$ cat config.mk
export PLATFORM = sky130hd
export DESIGN_NAME = jt08_adpcm_ram_arb
export DESIGN_NICKNAME = d
export VERILOG_FILES = /design/src/rtl/jt08_adpcm_pkg.sv /design/src/rtl/jt08_arb_age.sv /design/src/rtl/jt08_adpcm_ram_arb.sv
export SDC_FILE = /design/constraint.sdc
export NUM_CORES = 1
export LEC_CHECK = 0
export CORE_MARGIN = 2
export CORE_UTILIZATION = 40
export DETAILED_ROUTE_END_ITERATION = 12
export GPL_ROUTABILITY_DRIVEN = 1
export PLACE_DENSITY = 0.75
export SYNTH_ARGS = -nofsm -noshare
export SYNTH_HDL_FRONTEND = slang
export SYNTH_SLANG_ARGS = --single-unit
$ cat constraint.sdc
create_clock -name clk -period 2.45 [get_ports clk]
set_input_delay 0.3675 -clock clk [delete_from_list [all_inputs] [get_ports clk]]
set_output_delay 0.3675 -clock clk [all_outputs]
set_load 0.02 [all_outputs]
$ cat src/rtl/jt08_adpcm_pkg.sv
// Shared constants for the ADPCM-B sample RAM arbiter family.
package jt08_adpcm_pkg;
  localparam int DEF_AW = 24;
  localparam int DEF_DW = 8;

  localparam logic [1:0] ARB_IDLE = 2'd0;
  localparam logic [1:0] ARB_BUSY = 2'd1;
  localparam logic [1:0] ARB_DONE = 2'd2;

  localparam logic OWN_A = 1'b0;
  localparam logic OWN_B = 1'b1;
endpackage

$ cat src/rtl/jt08_arb_age.sv
// Saturating wait-age counter for the low-priority requester plus its force flag.
module jt08_arb_age
  import jt08_adpcm_pkg::*;
#(
  parameter int MAXWAIT = 6
)(
  input  logic clk,
  input  logic rst,
  input  logic inc,
  input  logic clr,
  output logic force_b
);
  logic [3:0] bwait;

  // Once forced, the count freezes so the forced window cannot extend itself.
  always_ff @(posedge clk) begin
    if (rst || clr) begin
      bwait <= '0;
    end else if (inc && !force_b && bwait != 4'hF) begin
      bwait <= bwait + 4'd1;
    end
  end

  assign force_b = (bwait >= 4'(MAXWAIT));
endmodule

$ cat src/rtl/jt08_adpcm_ram_arb.sv
// Two-requester arbiter for the external ADPCM-B sample RAM: A has priority, B is aged.
module jt08_adpcm_ram_arb
  import jt08_adpcm_pkg::*;
#(
  parameter int AW      = DEF_AW,
  parameter int DW      = DEF_DW,
  parameter int MAXWAIT = 6,
  parameter int TOUT    = 63
)(
  input  logic          clk,
  input  logic          rst,
  input  logic          a_req,
  input  logic          a_we,
  input  logic [AW-1:0] a_addr,
  input  logic [DW-1:0] a_wdata,
  output logic [DW-1:0] a_rdata,
  output logic          a_ack,
  input  logic          b_req,
  input  logic          b_we,
  input  logic [AW-1:0] b_addr,
  input  logic [DW-1:0] b_wdata,
  output logic [DW-1:0] b_rdata,
  output logic          b_ack,
  output logic          m_req,
  output logic          m_we,
  output logic [AW-1:0] m_addr,
  output logic [DW-1:0] m_wdata,
  input  logic [DW-1:0] m_rdata,
  input  logic          m_ack,
  output logic          owner,
  output logic          tout_err
);
  logic [1:0]    state;
  logic [7:0]    timer;
  logic          grant;
  logic          win_b;
  logic          force_b;
  logic          age_inc;
  logic [DW-1:0] rd_val;

  assign grant   = (state == ARB_IDLE) && (a_req || b_req);
  assign win_b   = (force_b && b_req) || !a_req;
  assign age_inc = (state == ARB_BUSY) && (owner == OWN_A) && b_req;
  // An aborted read returns all ones so the driver sees an obviously bad sample.
  assign rd_val  = m_ack ? m_rdata : {DW{1'b1}};

  jt08_arb_age #(
    .MAXWAIT(MAXWAIT)
  ) u_age (
    .clk     (clk),
    .rst     (rst),
    .inc     (age_inc),
    .clr     (grant && win_b),
    .force_b (force_b)
  );

  always_ff @(posedge clk) begin
    if (rst) begin
      state    <= ARB_IDLE;
      timer    <= '0;
      m_req    <= 1'b0;
      m_we     <= 1'b0;
      m_addr   <= '0;
      m_wdata  <= '0;
      a_rdata  <= '0;
      b_rdata  <= '0;
      a_ack    <= 1'b0;
      b_ack    <= 1'b0;
      owner    <= OWN_A;
      tout_err <= 1'b0;
    end else begin
      a_ack <= 1'b0;
      b_ack <= 1'b0;
      case (state)
        ARB_IDLE: begin
          if (grant) begin
            owner   <= win_b ? OWN_B : OWN_A;
            m_req   <= 1'b1;
            m_we    <= win_b ? b_we : a_we;
            m_addr  <= win_b ? b_addr : a_addr;
            m_wdata <= win_b ? b_wdata : a_wdata;
            timer   <= '0;
            state   <= ARB_BUSY;
          end
        end
        ARB_BUSY: begin
          // A late m_ack coinciding with the timeout still wins.
          if (m_ack || timer == 8'(TOUT - 1)) begin
            m_req <= 1'b0;
            m_we  <= 1'b0;
            state <= ARB_DONE;
            if (!m_ack) tout_err <= 1'b1;
            if (owner == OWN_B) begin
              b_ack <= 1'b1;
              if (!m_we) b_rdata <= rd_val;
            end else begin
              a_ack <= 1'b1;
              if (!m_we) a_rdata <= rd_val;
            end
          end else begin
            timer <= timer + 8'd1;
          end
        end
        ARB_DONE: state <= ARB_IDLE;
        default:  state <= ARB_IDLE;
      endcase
    end
  end
endmodule

Yosys cells after proc, flatten, opt, wreduce, memory -nomap -nowiden. Cells that the tools add are included.

$lt $le $gt $ge: 1. $add $sub $neg: 2. Shift operators: 0. Multiply operators: 0. Bitwise gates (word level): 5. Reduce and logical (&&, ||, !) cells: 23. Divide/modulo/power cells: 0. Eq/ne operators: 6. Mux-type cells: 18.

Operators with widths (count): 8-bit 2-to-1 mux (4); 24-bit 2-to-1 mux (1); 8-bit one-hot mux with 2 select lines (1); 3-bit AND reduction (3); 8-bit by 1-bit adder with 8-bit output (second input constant) (1); 8-bit by 6-bit == test with 1-bit output (second input constant) (1); 4-bit AND reduction (2); 1-bit logical AND (7); 1-bit 2-to-1 mux (7); 1-bit inverter (5); 4-bit by 1-bit adder with 4-bit output (second input constant) (1); 4-bit by 3-bit greater-or-equal comparator with 1-bit output (second input constant) (1); 1-bit logical OR (4); 2-bit 2-to-1 mux (2); 2-bit != test (second input constant) (2); 4-bit != test (second input constant) (1); 1-bit one-hot mux with 2 select lines (2); 2-bit one-hot mux with 2 select lines (1); 2-bit AND reduction (2); 3-bit OR reduction (1); 2-bit by 1-bit == test with 1-bit output (second input constant) (1); 1-bit zero test (2); 2-bit zero test (1); 2-bit by 1-bit != test with 1-bit output (second input constant) (1); 2-bit nonzero test (1).

Latch bits: 0. Input port bits: 79. Bits in registers: 68. Memories: 0. Logic and storage cells: 68. RAM bits: 0. Output and inout bits: 54. ROM bits: 0.

Longest topological paths before layout.
Depth in word-level cells: 6. Depth in mapped cells: 8. Gate-level depth less buffers: 6.

By module. A second synthesis with hierarchy kept.

Cells, all modules: 299. Area, all modules: 2997.9 um^2.

By module, submodules not included: jt08_adpcm_ram_arb (times used 1, sequential area each 1281.2 um^2, area an instance 2776.4 um^2, cells each 277); jt08_arb_age (times used 1, sequential area each 80.1 um^2, area an instance 221.5 um^2, cells each 22).

Worst setup path after synthesis. Ideal clock, no wire load.

Path type: reg2reg. Start: register timer[0]. End: register b_rdata[0]. Period minus slack after synthesis: 1755 ps. Cell stages (with the launch flop): 8. Required time: 2331 ps. Path buffers: 1. Data arrival time: 1636 ps. Path slack: 695 ps. Setup time: 119 ps. Path through: dfxtp_1 > inv_1 > ha_1 > nor3b_2 > a21oi_2 > and3b_1 > buf_2 > o221a_2.

Longest elaborated chain between the ends: 3.

Ends and longest elaborated chain: start: declaration (RTL line jt08_adpcm_ram_arb.sv:34) `logic [7:0] timer;`; start signal: assignment (RTL line jt08_adpcm_ram_arb.sv:101) `timer <= timer + 8'd1;`; 8-bit by 6-bit == test with 1-bit output (RTL line jt08_adpcm_ram_arb.sv:88) `if (m_ack || timer == 8'(TOUT - 1)) begin`; 1-bit logical OR (RTL line jt08_adpcm_ram_arb.sv:88); 4-bit AND reduction (no source line); end signal: assignment (RTL line jt08_adpcm_ram_arb.sv:95) `if (!m_we) b_rdata <= rd_val;`; end: declaration (RTL line jt08_adpcm_ram_arb.sv:22) `output logic [DW-1:0] b_rdata,`.

No other way between the ends. A chain may end at the register's enable or synchronous reset.

Worst setup path after layout.
Start: register timer[0]. End: register a_rdata[4].

Longest elaborated chain between the ends: 3.

Ends and longest elaborated chain: 8-bit by 6-bit == test with 1-bit output (RTL line jt08_adpcm_ram_arb.sv:88); 1-bit logical OR (RTL line jt08_adpcm_ram_arb.sv:88); 4-bit AND reduction (no source line); end signal: assignment (RTL line jt08_adpcm_ram_arb.sv:98) `if (!m_we) a_rdata <= rd_val;`; end: declaration (RTL line jt08_adpcm_ram_arb.sv:16) `output logic [DW-1:0] a_rdata,`.

No other way between the ends.

==> impl_results.rst <==
.. list-table::
   :header-rows: 1

   * - Metric
     - Value
   * - Clock slew at reported path FFs
     - 0.07 ns
   * - Clock tree skew after final layout
     - 0.00668 ns
   * - Worst vdd ir
     - 299 uV
   * - Leading area contributor after synthesis
     - sky130_fd_sc_hd__dfxtp_1
   * - Hold buffer count at cts
     - 0
   * - Commonest non-fill, non-tap cell in the layout
     - sky130_fd_sc_hd__clkdlybuf4s50_1
   * - Post-layout net count
     - 537
   * - Proportion of synthesized flip-flops having asynchronous set or reset
     - 0
   * - Setup Total Neg Slack
     - 0 ns
   * - Top library cells by usage in the layout, fill and taps aside
     - sky130_fd_sc_hd__clkdlybuf4s50_1, sky130_fd_sc_hd__dfxtp_1, sky130_fd_sc_hd__nor2_1
   * - Minimum clock period
     - 2.00 ns
   * - Actual slew at the worst max-slew pin
     - 0.517 ns
   * - GRT Residual Overflow
     - 0
   * - Worst slew margin relative to its limit
     - 0.653
   * - Most used flip-flop cell after synthesis
     - sky130_fd_sc_hd__dfxtp_1
   * - Die footprint
     - 7880 um^2
   * - Core region area
     - 6870 um^2
   * - Total wirelength of the detailed-routed design
     - 8330 um
   * - Synth-to-Final Area Change
     - 57.7%
   * - Number of violations reported at the end of detailed-routing iteration 0
     - 104
   * - DRC violation count after routing
     - 0
   * - Number of global-route vias before repair
     - 2,727
   * - DIE WIDTH
     - 88.7 um
   * - Seq/Total Area, Yosys
     - 0.474
   * - Vertical extent of the die
     - 88.7 um
   * - Worst setup slack after placement
     - 0.416 ns
   * - Clock tree from TritonCTS
     - built
   * - Setup violators final
     - 0
   * - Critical path, cell by cell
     - inv_1 -> ha_1 -> nor3b_2 -> a21oi_2 -> nor4_4 -> o221a_2
   * - Hold Startpoint
     - tout_err$_SDFFE_PP0P_
   * - Syn nets
     - 405
   * - Post-synth design cell area
     - 2870 um^2
   * - Biggest area contributors in the synthesized netlist
     - sky130_fd_sc_hd__dfxtp_1, sky130_fd_sc_hd__a211oi_1, sky130_fd_sc_hd__o221a_2
   * - Hold Violations, Final
     - 0
   * - CTS Root Buffer Type
     - sky130_fd_sc_hd__clkbuf_8
   * - Total track usage
     - 0.215
   * - Static leakage
     - 1.66 nW
   * - Number of distinct library cells after synthesis
     - 45
   * - PortBufs
     - 132
   * - Via-to-Cell Ratio
     - 5.21
   * - Count of antenna-violating nets left after detailed routing
     - 0
   * - CP Class
     - flop to flop
   * - Diode insertion count for antenna repair
     - 0
   * - Fraction of final layout cells with drive strength greater than 1
     - 0.111
   * - Post-Synthesis Mean Instance Area
     - 8.92 um^2
   * - Total power per unit cell area
     - 621 nW/um^2
   * - Count of boundary I/O pins
     - 133
   * - Number of inserted filler cells in the final layout
     - 576
   * - Number of antenna violations at the first check in global routing
     - 0
   * - Slew Limit Fails
     - 0
   * - Longest Clk Path Bufs
     - 2
   * - Final period util
     - 0.818
   * - Wire length per cell after detailed routing
     - 15.0 um
   * - Via count
     - 2,890
   * - Sum of net half-perimeters after detailed placement
     - 6170 um
   * - Worst setup slack after layout
     - 0.445 ns
   * - Number of buffers inserted during clock tree synthesis
     - 9
   * - First-pass GRT wire length
     - 12,900 um
   * - CP endpoint kind
     - flop
   * - Longest individual stage delay on the worst path
     - 0.50 ns
   * - Gp weighted congestion
     - 0.814
   * - # resized after CTS
     - 0
   * - Critical register-to-register path startpoint
     - timer[0]$_SDFFE_PP0P_
   * - Max FO, Critical Path
     - 8
   * - Total setup buffers inserted after CTS
     - 0
   * - Required time at the worst-slack endpoint
     - 2.74 ns
   * - Kind of start point of the critical path
     - flop
   * - Run status
     - finished, final reports clean
   * - Register bit total from synthesis
     - 68
   * - Worst-Skew Late Latency
     - 0.34 ns
   * - Critical Path Start
     - timer[0]$_SDFFE_PP0P_
   * - CP max-delay cell
     - sky130_fd_sc_hd__nor4_4
   * - Worst hold path class
     - flop to flop
   * - CTS Sinks
     - 68
   * - Largest net degree at the start of global routing
     - 35
   * - DR pass1 iterations
     - 4
   * - Highest Clock Rate
     - 499 MHz
   * - Arrival time at the worst endpoint
     - 2.29 ns
   * - Setup repair after global routing missed its margin
     - false
   * - Area share of the largest cell type after synthesis
     - 0.474
   * - Level count of the clock H-tree
     - 3
   * - Initial Util
     - 0.418
   * - Number of max-cap violations
     - 0
   * - Standard-cell row count
     - 30
   * - Count of mapped cells out of synthesis
     - 322
   * - Number of warning messages in the yosys log
     - 0
   * - Number of synthesized flops with an enable pin
     - 0
[flip-flops by register name (all words and copies together), names as in the netlist, 2 cells and up]
| signal | cells |
|---|---|
| a_rdata | 8 |
| m_wdata | 8 |
| u_age.bwait | 4 |
| timer | 8 |
| b_rdata | 8 |
| state | 2 |
| m_addr | 24 |
[power breakdown]
part | internal [W] | total, W | leakage [nW] | switching [W]
clock network | 0.000449 | 0.000866 | 0.0917 | 0.000417
registers | 0.00119 | 0.00125 | 0.558 | 0.0000566
logic | 0.000360 | 0.000700 | 1.01 | 0.000340
total | 0.00200 | 0.00281 | 1.66 | 0.000814
[critical path: cells and delay by family (launching register included)]
family                     cells  cell delay (ns)
AOI/OAI and AO/OA              2             0.47
adders and majority gates      1             0.13
buffers and inverters          1             0.08
DFF                            1             0.35
and+or+nand+nor                2             0.92
[logic make-up after synthesis]
logic type,synth area share
buffers and inverters,0.0431
multiplexers,0.00348
XOR/XNOR,0.0152
flip-flops,0.474
AND/OR/NAND/NOR,0.197
adder cells (fa/ha/maj),0.0174
AO/OA/AOI/OAI,0.250
[Yosys cell counts, types with 2 or more instances]
master                     count
sky130_fd_sc_hd__clkbuf_1     19
sky130_fd_sc_hd__nand2b_1      2
sky130_fd_sc_hd__ha_1          4
sky130_fd_sc_hd__nand3_1       3
sky130_fd_sc_hd__nand2_1      35
sky130_fd_sc_hd__xnor2_1       5
sky130_fd_sc_hd__nand3b_1      2
sky130_fd_sc_hd__nor3_1        3
sky130_fd_sc_hd__nor4_1        3
sky130_fd_sc_hd__a211oi_1     34
sky130_fd_sc_hd__nor2_1       47
sky130_fd_sc_hd__o31ai_1       3
sky130_fd_sc_hd__nand4_1       5
sky130_fd_sc_hd__buf_2         3
sky130_fd_sc_hd__a21oi_1      35
sky130_fd_sc_hd__and2_1        2
sky130_fd_sc_hd__inv_1         7
sky130_fd_sc_hd__dfxtp_1      68
sky130_fd_sc_hd__o221a_2      16
[layer usage]
metal | global-route usage | part of all wire | routed length (um) | up-vias
li1 | - | - | - | 1438
met1 | 0.254 | 0.42 | 3460 | 1313
met2 | 0.330 | 0.45 | 3720 | 120
met3 | 0.0961 | 0.11 | 907 | 19
met4 | 0.105 | 0.028 | 233 | 0
met5 | 0 | 0 | 0 | -
[path summary, 6_finish.rpt]
kind	to	slack, ns	cells after the start
setup / recovery	a_rdata[4]$_SDFFE_PP0P_	0.45	6
hold / removal	tout_err$_SDFFE_PP0P_	0.49	2
hold reg to reg	tout_err$_SDFFE_PP0P_	0.49	2
setup reg to reg	a_rdata[4]$_SDFFE_PP0P_	0.45	6
[layout make-up]
| class | instances | area [um^2] | share of cell area |
|---|---|---|---|
| Inverter | 7 | 26.3 | 0.00580 |
| Clock buffer | 13 | 169 | 0.0373 |
| Sequential cell | 68 | 1360 | 0.300 |
| Timing Repair Buffer | 144 | 1440 | 0.317 |
| Multi-Input combinational cell | 224 | 1400 | 0.308 |
| Clock inverter | 3 | 20.0 | 0.00442 |
| Tap cell | 96 | 120 | 0.0265 |
[through the flow]
| step | std cells | hold slack, ns | cell area, um^2 | utilization | total power [W] |
|---|---|---|---|---|---|
| after global placement | 539 | 0.470 | 4340 | 0.632 | 0.00196 |
| after global routing | 555 | 0.520 | 4530 | 0.660 | 0.00295 |
| after detailed placement | 539 | 0.478 | 4340 | 0.632 | 0.00197 |
| after floorplan | 322 | 0.455 | 2870 | - | 0.00160 |
| final | 555 | 0.493 | 4530 | 0.660 | 0.00281 |
| after CTS | 555 | 0.494 | 4530 | 0.660 | 0.00283 |
Power figures use the tool's default switching activity.
